===== src/rtl/ysyx_24110006_ifu.sv =====
// ysyx_24110006_ifu: instruction fetch unit -- owns the fetch PC, keeps one I-cache request in flight
// and presents each fetched instruction (or a misaligned-fetch fault) to the IDU through a registered slot.
module ysyx_24110006_ifu #(
   parameter logic [31:0] RESET_PC = 32'h3000_0000
) (
   input  logic        i_clock,
   input  logic        i_reset,
   output logic [31:0] o_icache_pc,
   output logic        o_icache_valid,
   input  logic [31:0] i_icache_inst,
   input  logic        i_icache_valid,
   output logic        o_idu_valid,
   input  logic        i_idu_ready,
   output logic [31:0] o_idu_inst,
   output logic [31:0] o_idu_pc,
   output logic        o_idu_misalign,
   input  logic        i_redirect_valid,
   input  logic [31:0] i_redirect_pc,
   output logic [31:0] o_perf_fetch_cnt,
   output logic [31:0] o_perf_wait_cnt
);
   typedef enum logic [1:0] {REQ, WAIT, HOLD, FAULT} state_t;
   state_t state, state_nx;
   logic [31:0] pc, req_pc, slot_inst, slot_pc, fetch_cnt, wait_cnt;
   logic drop, slot_mis, slot_valid;
   logic redir, mis, resp, take, busy, load;

   assign redir = i_redirect_valid;
   assign mis = redir && (i_redirect_pc[1:0] != 2'b00);
   assign resp = i_icache_valid;
   assign take = slot_valid && i_idu_ready;
   // a request is still owed a response: either waiting for it, or waiting to discard it
   assign busy = (state == WAIT) || drop;
   assign load = (state == WAIT) && resp && !drop && !redir;

   always_ff @(posedge i_clock) begin
      if (i_reset) state <= REQ;
      else state <= state_nx;
   end

   always_comb begin
      state_nx = state;
      if (mis) state_nx = FAULT;
      else if (redir) state_nx = (busy && !resp) ? WAIT : REQ;
      else
         case (state)
            REQ:     state_nx = WAIT;
            WAIT:    state_nx = resp ? (drop ? REQ : HOLD) : WAIT;
            HOLD:    state_nx = take ? REQ : HOLD;
            default: state_nx = FAULT;
         endcase
   end

   // a redirect in REQ suppresses the pulse so no orphan request is left outstanding
   always_comb begin
      o_icache_valid = (state == REQ) && !redir && !i_reset;
      o_icache_pc = (state == REQ) ? pc : req_pc;
   end

   always_ff @(posedge i_clock) begin
      if (i_reset) begin
         pc <= RESET_PC;
         req_pc <= RESET_PC;
         drop <= 1'b0;
         slot_inst <= 32'd0;
         slot_pc <= RESET_PC;
         slot_mis <= 1'b0;
         slot_valid <= 1'b0;
         fetch_cnt <= 32'd0;
         wait_cnt <= 32'd0;
      end else begin
         if (o_icache_valid) req_pc <= pc;
         if (redir) pc <= i_redirect_pc;
         else if (load) pc <= req_pc + 32'd4;
         drop <= redir ? (busy && !resp) : (drop && !resp);
         if (mis) begin
            slot_inst <= 32'd0;
            slot_pc <= i_redirect_pc;
            slot_mis <= 1'b1;
            slot_valid <= 1'b1;
         end else if (redir) begin
            slot_mis <= 1'b0;
            slot_valid <= 1'b0;
         end else if (load) begin
            slot_inst <= i_icache_inst;
            slot_pc <= req_pc;
            slot_mis <= 1'b0;
            slot_valid <= 1'b1;
         end else if (take) slot_valid <= 1'b0;
         if (state == HOLD && take) fetch_cnt <= fetch_cnt + 32'd1;
         if (state == WAIT) wait_cnt <= wait_cnt + 32'd1;
      end
   end

   assign o_idu_valid = slot_valid;
   assign o_idu_inst = slot_inst;
   assign o_idu_pc = slot_pc;
   assign o_idu_misalign = slot_mis;
   assign o_perf_fetch_cnt = fetch_cnt;
   assign o_perf_wait_cnt = wait_cnt;
endmodule


===== config.mk =====
export PLATFORM = sky130hd
export DESIGN_NAME = ysyx_24110006_ifu
export DESIGN_NICKNAME = d
export VERILOG_FILES = /design/src/rtl/ysyx_24110006_ifu.sv
export SDC_FILE = /design/constraint.sdc
export NUM_CORES = 1
export LEC_CHECK = 0
export ABC_AREA = 0
export BUFFER_PORTS_ARGS = -buffer_cell sky130_fd_sc_hd__buf_2
export CORE_MARGIN = 5
export CORE_UTILIZATION = 30
export DETAILED_ROUTE_END_ITERATION = 8
export HOLD_SLACK_MARGIN = 0.08
export PLACE_DENSITY = 0.55
export SLEW_MARGIN = 10
export SYNTH_ARGS = -nofsm -noshare
export SYNTH_HDL_FRONTEND = slang
export SYNTH_SLANG_ARGS = --single-unit

===== constraint.sdc =====
create_clock -name i_clock -period 2.9 [get_ports i_clock]
set_input_delay 0.29 -clock i_clock [delete_from_list [all_inputs] [get_ports i_clock]]
set_output_delay 0.29 -clock i_clock [all_outputs]
set_load 0.02 [all_outputs]

==> results.md, run 1 <==
- Status: finished clean
- CP Class: flop to output pin
- Placeable Area: 29500 µm²
- Fin. max-slew vios: 0
- Hold buffer count at cts: 30
- Avg Synthesized Cell Area: 8.05 µm²
- Post-CTS sizing: 0
- WL final: ~28 mm
- PD cells: between 500 and 600 nW/µm²
- Finished Layout Cells: ~1.7k
- Setup repair after global routing missed its margin: no
- Clock skew: about 0.014 ns
- Max FO, Critical Path: 35
- Slowest stage cell, crit path: buf_4
- Die Y: about 180 µm
- Detail Placement HPWL: 19.0 mm
- Yosys Warn Count: 0
- Period Utilization, post-route: 84.5%
- Reg clk slew, reported paths: around 0.070 ns
- Die area: 33200 µm²
- Netlist cell types: 54
- FILL cells: 3063
- Antenna Cells: 0
- Worst vdd ir: a little over 0.0004 V
- Gr usage total: 16.6%
- CP Launch Type: flop
- Worst skew pair latency: ~0.44 ns
- Drt first-iter violations: around 560
- I/O Buffers: 231
- First-pass iteration count of the detailed router: 5
- Post-synth EDFFs: 0
- CP top delay family: buffers and inverters
- Mapped Nets: roughly 1.2k
- Crit path buf inv count: 3
- Layout area overhead: 27.0%
- CTS tree: yes
- Pleak: around 4.5 nW
- Seq/Total Area, Yosys: between 40 and 50%
- Crit path launch: state[1]
- Via count: ~8.6k
- Worst R2R Start: req_pc[5]
- Mapped Cells: between 1k and 1.5k
- Horiz. Die Dim: between 150 and 200 µm
- Count of final setup violators: 0
- Clock root buffer: clkbuf_16
- Most frequent CP cell: buf_4
- Hold Crit Start: i_icache_inst[31]
- Top Ports: 232
- Initial core utilization: a little under a third
- Num CTS Buffers: 17
- Hold Path Stages: 3
- Gr ovfl total: 0
- First-pass GRT wire length: 45.0 mm
- Ys async rst share: 0%
- Antenna violations before repair: 4
- Critical-path cell list: buf_4 -> nor2_4 -> buf_4 -> mux2_2 -> buf_2
- Fraction of layout cells with a size suffix above 1: between 20 and 25%
- Main area contributors after synthesis: dfxtp_1 (44%), nand2_1 (9.5%), a21oi_1 (7.5%)
- R2R cell count: 6
- Largest net degree at the start of global routing: 84
- H-tree levels: 4
- F_max: ~400 MHz
- Power Total: 6.01 mW
- Setup TNS: 0 ns
- Std cell rows: 63
- CTS sink count: approximately 200
- Post-route ant nets: 0
- Slew Limit Headroom: about two fifths
- CP peak stage delay: roughly 0.45 ns
- Min cycle time layout: ~2.5 ns
- Post-synth top area cell: dfxtp_1
- Number of vias per cell: roughly 5
- Most common cell in the netlist: nand2_1
- NumNets Final: 1391
- GP Congestion: 0.821
- Critical path depth: 5
- Wire per inst: ~16 µm
- Share of the synthesized area in the top cell type: ~44%
- Kind of end point of the critical path: output pin
- Critical Path AT: about 2.2 ns
- Vias in the first global route: 8163
- Hold Path Class: primary input to flop
- Post-Syn Area: between 8000 and 9000 µm²
- Worst-margin pin slew: between 0.8 and 0.9 ns
- Primary FF master, synth: dfxtp_1
- Final hold violation count: 0
- Top cells by count, synth: nand2_1 (225), dfxtp_1 (197), a21oi_1 (133)
- Placed Cells: about 1.7k
- DR DRC count: 0
- Post-CTS Setup Bufs: 0
- Max-Cap Viols: 0
- #FFs+latches synth: 197
- Clock Tree Buf Depth: 2
- Worst Path Required: 2.61 ns
==> cells by family after synthesis <==
kind of cell,Yosys count,synth area share (%)
AND/OR/NAND/NOR,481,25.2
multiplexers,31,3.90
AO/OA/AOI/OAI,222,14.3
adder cells (fa/ha/maj),3,0.422
flip-flops,197,44.4
buffers and inverters,95,4.41
XOR/XNOR,75,7.39
==> sequential cells by signal, summed over array words and instances (netlist names), 2 cells and up <==
name / count
o_idu_pc: 32
o_perf_fetch_cnt: 32
pc: 32
state: 2
req_pc: 32
o_idu_inst: 32
o_perf_wait_cnt: 32
==> cells in the final DEF, fill, tap and decap left out, drive strengths merged, types with 19 or more instances in the layout <==
cell         synthesis  layout
nor2               100     100
buf                 15     250
nand2              225     225
nor3                19      19
nand4               32      32
dlygate4sd3          0      30
xnor2               35      35
mux2                29      29
a22oi               27      27
clkbuf              69      20
xor2                40      40
a21oi              133     133
dfxtp              197     197
o21ai               23      23
o22ai               19      19
nand3               33      33
==> tightest hold or removal path: stages <==
cell and delay, ns:
buf_2 0.10, nand2_1 0.05, a21oi_1 0.05
==> power by group <==
part	internal (mW)	switching (mW)	total (mW)
Clock	1.29	1.17	2.46
Combinational	0.260	0.436	0.697
Sequential	2.79	0.0744	2.86
==> final cells by class <==
cell class	instances	area [µm²]	share of cell area (%)
clock buffer	20	467	4.13
clock inverter	12	138	1.22
inverter	11	41.3	0.366
multi-input combinational	812	4590	40.6
sequential	197	3940	34.9
tap	390	488	4.32
timing repair buffer	280	1630	14.4
==> stage by stage <==
step | setup WS [ns] | util (%) | hold WS (ns) | cell area [µm²]
CTS | 0.413 | 38.3 | 0.0805 | 11300
floorplan | 0.873 | - | 0.369 | 8890
global placement | 0.659 | 35.2 | 0.432 | 10400
detailed placement | 0.640 | 35.2 | 0.435 | 10400
finish | 0.448 | 38.3 | 0.100 | 11300
global route | 0.351 | 38.3 | 0.100 | 11300
==> per-layer routing <==
metal | wire length [µm] | track usage [%] | up-vias
li1 | - | - | 4246
met1 | 12700 | 22.2 | 4069
met2 | 13000 | 26.6 | 225
met3 | 1600 | 3.23 | 47
met4 | 841 | 6.54 | 8
met5 | 40 | 0 | -
==> final timing paths <==
check	end	slack (ns)
max	o_icache_pc[30]	0.45
min	o_idu_inst[31]	0.10
max reg2reg	pc[24]	0.62
min reg2reg	o_idu_pc[29]	0.44
Note: power is estimated with default switching activity, not from simulation.
==> run 2: changes to the inputs <==
--- a/config.mk
+++ b/config.mk
@@ -5,13 +5,13 @@
 export SDC_FILE = /design/constraint.sdc
 export NUM_CORES = 1
 export LEC_CHECK = 0
-export ABC_AREA = 0
+export ABC_AREA = 1
 export BUFFER_PORTS_ARGS = -buffer_cell sky130_fd_sc_hd__buf_2
 export CORE_MARGIN = 5
 export CORE_UTILIZATION = 30
 export DETAILED_ROUTE_END_ITERATION = 8
 export HOLD_SLACK_MARGIN = 0.08
-export PLACE_DENSITY = 0.55
+export PLACE_DENSITY = 0.57
 export SLEW_MARGIN = 10
 export SYNTH_ARGS = -nofsm -noshare
 export SYNTH_HDL_FRONTEND = slang
==> constraint.sdc (replaced) <==
create_clock -name i_clock -period 2.17 [get_ports i_clock]
set_input_delay 0.217 -clock i_clock [delete_from_list [all_inputs] [get_ports i_clock]]
set_output_delay 0.217 -clock i_clock [all_outputs]
set_load 0.02 [all_outputs]
==> results.md, run 2 <==
- R2R Setup Slk: 0.23 ns (-0.39 ns)
- First-pass iteration count of the detailed router: 5 (unchanged)
- Largest net degree at the start of global routing: 117 (+39%)
- Gr usage total: 17.1% (+0.49 points)
- Gr ovfl total: 0 (unchanged)
- Most frequent cells in the layout: nand2_1 (444), buf_2 (230), nor2_1 (216)
- Slew Limit Headroom: 53.4% (+13 points)
- PD cells: 660 nW/µm² (+24%)
- Netlist cell types: 39 (-28%)
- CP Class: flop to output pin
- Seq/Total Area, Yosys: 40.9% (-3.4 points)
- Horiz. Die Dim: 189 µm (+3.9%)
- Most common cell in the netlist: nand2_1
- Period Utilization, post-route: around 96%
- Critical Path AT: 1.86 ns (-0.30 ns)
- Mapped Cells: 1447 (+31%)
- Top cells by count, synth: nand2_1 (444), nor2_1 (216), dfxtp_1 (197)
- CTS sink count: 197 (unchanged)
- Worst Path Required: 1.95 ns (-0.66 ns)
- R2R cell count: 7 (+1)
- Placed Cells: 2040 (+23%)
- Die area: 35800 µm² (+7.9%)
- Avg Synthesized Cell Area: 6.66 µm² (-17%)
- Largest family of logic cells by synthesized area: simple AND/OR/NAND/NOR gates
- CP peak stage delay: 0.46 ns (about the same)
- Synth Area in Adders: 0.390% (-0.033 points)
- Worst-margin pin slew: 0.698 ns (-0.193 ns)
- Wire per inst: 14.7 µm (-9.9%)
- Worst skew pair latency: 0.44 ns (about the same)
- Fin. max-slew vios: 0 (unchanged)
- First-pass GRT wire length: 49.8 mm (+11%)
- Pleak: 5.38 nW (+20%)
- Finished Layout Cells: 2129 (+24%)
- Post-Synth XOR/XNOR Area: 1.82% (-5.6 points)
- Global routing usage on met2: 28.6% (+2.0 points)
- Share of the synthesized area in the top cell type: 40.9% (-3.4 points)
- DR DRC count: 0 (unchanged)
- Mapped Nets: 1519 (+29%)
- Yosys Warn Count: 0 (unchanged)
- Most frequent CP cell: nor2_4
- Setup WS post-layout: 0.0919 ns (-0.356 ns)
- Num CTS Buffers: 17 (unchanged)
- Min cycle time layout: between 2 and 2.5 ns
- CP top delay family: simple AND/OR/NAND/NOR gates
- Crit path buf inv count: 1 (-2)
- Std cell rows: 65 (+3.2%)
- CP Launch Type: flop
- Post-synth top area cell: dfxtp_1
- Post-CTS Setup Bufs: 0 (unchanged)
- I/O Buffers: 231 (unchanged)
- Met1 Resource Use GR: 22.6% (+0.48 points)
- Hold Path End: o_idu_pc[16]
- NumNets Final: 1786 (+28%)
- Placeable Area: 31600 µm² (+7.3%)
- Ys async rst share: 0% (unchanged)
- F_max: just under 500 MHz
- Compound-Gate Fraction of Synth Area: 14.4% (+0.16 points)
- Antenna Cells: 0 (unchanged)
- Primary FF master, synth: dfxtp_1
- Detail Placement HPWL: 22.7 mm (+19%)
- Die Y: 189 µm (+3.9%)
- Count of final setup violators: 0 (unchanged)
- #FFs+latches synth: 197 (unchanged)
- Worst vdd ir: 0.000578 V (+39%)
- Met3 usage: 4.37% (+1.1 points)
- WL final: 31.4 mm (+11%)
- Vias in the first global route: 9244 (+13%)
- Hold Path Stages: 3 (unchanged)
- Final hold violation count: 0 (unchanged)
- Layout area overhead: 28.4%
- Kind of end point of the critical path: output pin
- Main area contributors after synthesis: dfxtp_1 (41%), nand2_1 (17%), nor2_1 (8.4%)
- Via count: 9927 (+15%)
- Clock root buffer: clkbuf_16
- Reg clk slew, reported paths: 0.08 ns (about the same)
- Commonest non-fill, non-tap cell in the layout: nand2_1
- Drt first-iter violations: 563 (+1.1%)
- Post-Syn Area: 9640 µm² (+8.4%)
- Fraction of layout cells with a size suffix above 1: 18.6% (-6.0 points)
- Hold Crit Start: i_redirect_pc[16]
- Number of vias per cell: 4.66 (-6.6%)
- Post-route ant nets: 0 (unchanged)
- Top Usage Layer GRT: met2
- Simple-gate share of the synthesized area: 33.8% (+8.6 points)
- Max FO, Critical Path: 17 (-51%)
- Clock skew: 0.0172 ns (+0.00366 ns)
- Final core utilization: 39.1% (+0.81 points)
- GP Congestion: 0.892 (+8.7%)
- Place WS: 0.256 ns (-0.385 ns)
- R2r endpoint: pc[16]
- Hold Path Class: primary input to flop
- Status: finished clean
- Post-synth EDFFs: 0 (unchanged)
- Max-Cap Viols: 0 (unchanged)
- Slowest stage cell, crit path: nor2_4
- Critical-path cell list: nor2_4 -> nand2_2 -> nor2_4 -> buf_2
- Clock Tree Buf Depth: 2 (unchanged)
- Initial core utilization: 30.5% (+0.31 points)
- Antenna violations before repair: 0 (-4)
- CTS tree: yes
- Worst R2R Start: req_pc[2]
- Multiplexer share of the synthesized area: 0.117% (-3.8 points)
- Top Ports: 232 (unchanged)
- H-tree levels: 4 (unchanged)
## run 2: changes by cell type after synthesis, moves of 24 or more
cell	previous run	this run
nand2_1	225	444
inv_1	11	135
nor2_1	100	216
o21ai_0	22	87
a21oi_1	133	88
clkbuf_1	68	30
xnor2_1	35	4
mux2_2	29	1
xor2_1	40	16
## run 2: cell type report
cell class	count	area (µm²)
fill	3338	19300
multi-input combinational	1052	4890
sequential	197	3940
timing repair buffer	306	1910
inverter	140	526
tap	402	503
clock buffer	19	453
clock inverter	13	141
## run 2: logic make-up (layout without fill, tap and decap cells)
kind of cell               after synthesis  count (layout)
and+or+nand+nor                        780             780
AOI/OAI and AO/OA                      248             248
buffers and inverters                  198             478
DFF                                    197             197
xor gates and xnor gates                20              20
adders and majority gates                3               3
muxes                                    1               1
## run 2: worst register-to-register path, stage by stage (launching register included)
cell and delay [ns]:
dfxtp_1 0.41, ha_1 0.31, nand3_1 0.20, nor2_1 0.39, nand3_1 0.21, xor2_1 0.18
nand2_1 0.06, a21oi_1 0.05
## run 2: worst max-delay path by stage
stage / from / to / slack, ns / cells past startpoint
finish: state[1] / o_icache_valid / 0.09 / 4
global route: state[1] / o_icache_valid / -0.01 / 4
CTS: state[1] / o_icache_pc[3] / 0.03 / 4
detailed placement: req_pc[3] / pc[16] / 0.26 / 7
global placement: req_pc[2] / pc[16] / 0.24 / 7
floorplan: o_perf_fetch_cnt[1] / o_perf_fetch_cnt[12] / 0.52 / 9
## run 2: repair_timing
item	in CTS	in global routing
gates resized for setup	4	3
hold buffers	57	0
endpoints found under the hold margin	63	0
pin swaps	0	0
cloned	0	0
setup endpoints to repair	20	4
## run 2: through the flow
step | hold WS (ns) | instance area [µm²] | TNS, ns | total power, mW
5_1_grt | 0.0953 | 12400 | -0.0177 | 8.57
2_1_floorplan | 0.358 | 9640 | 0 | 4.55
3_5_place_dp | 0.450 | 11200 | 0 | 4.94
3_3_place_gp | 0.438 | 11200 | 0 | 4.93
6_report | 0.0964 | 12400 | 0 | 8.17
4_1_cts | 0.0800 | 12400 | 0 | 8.30
## run 2: where the power goes
| group | total [mW] | switching [mW] | internal [mW] |
|---|---|---|---|
| logic | 1.08 | 0.690 | 0.390 |
| registers | 3.86 | 0.113 | 3.75 |
| clock network | 3.23 | 1.54 | 1.69 |
## run 2: routing by layer
layer	wire length, µm	part of all wire, %	up-vias
met5	0	0	-
met4	278	0.89	0
met3	1710	5.4	14
met2	14800	47	237
met1	14600	46	4524
li1	-	-	5152
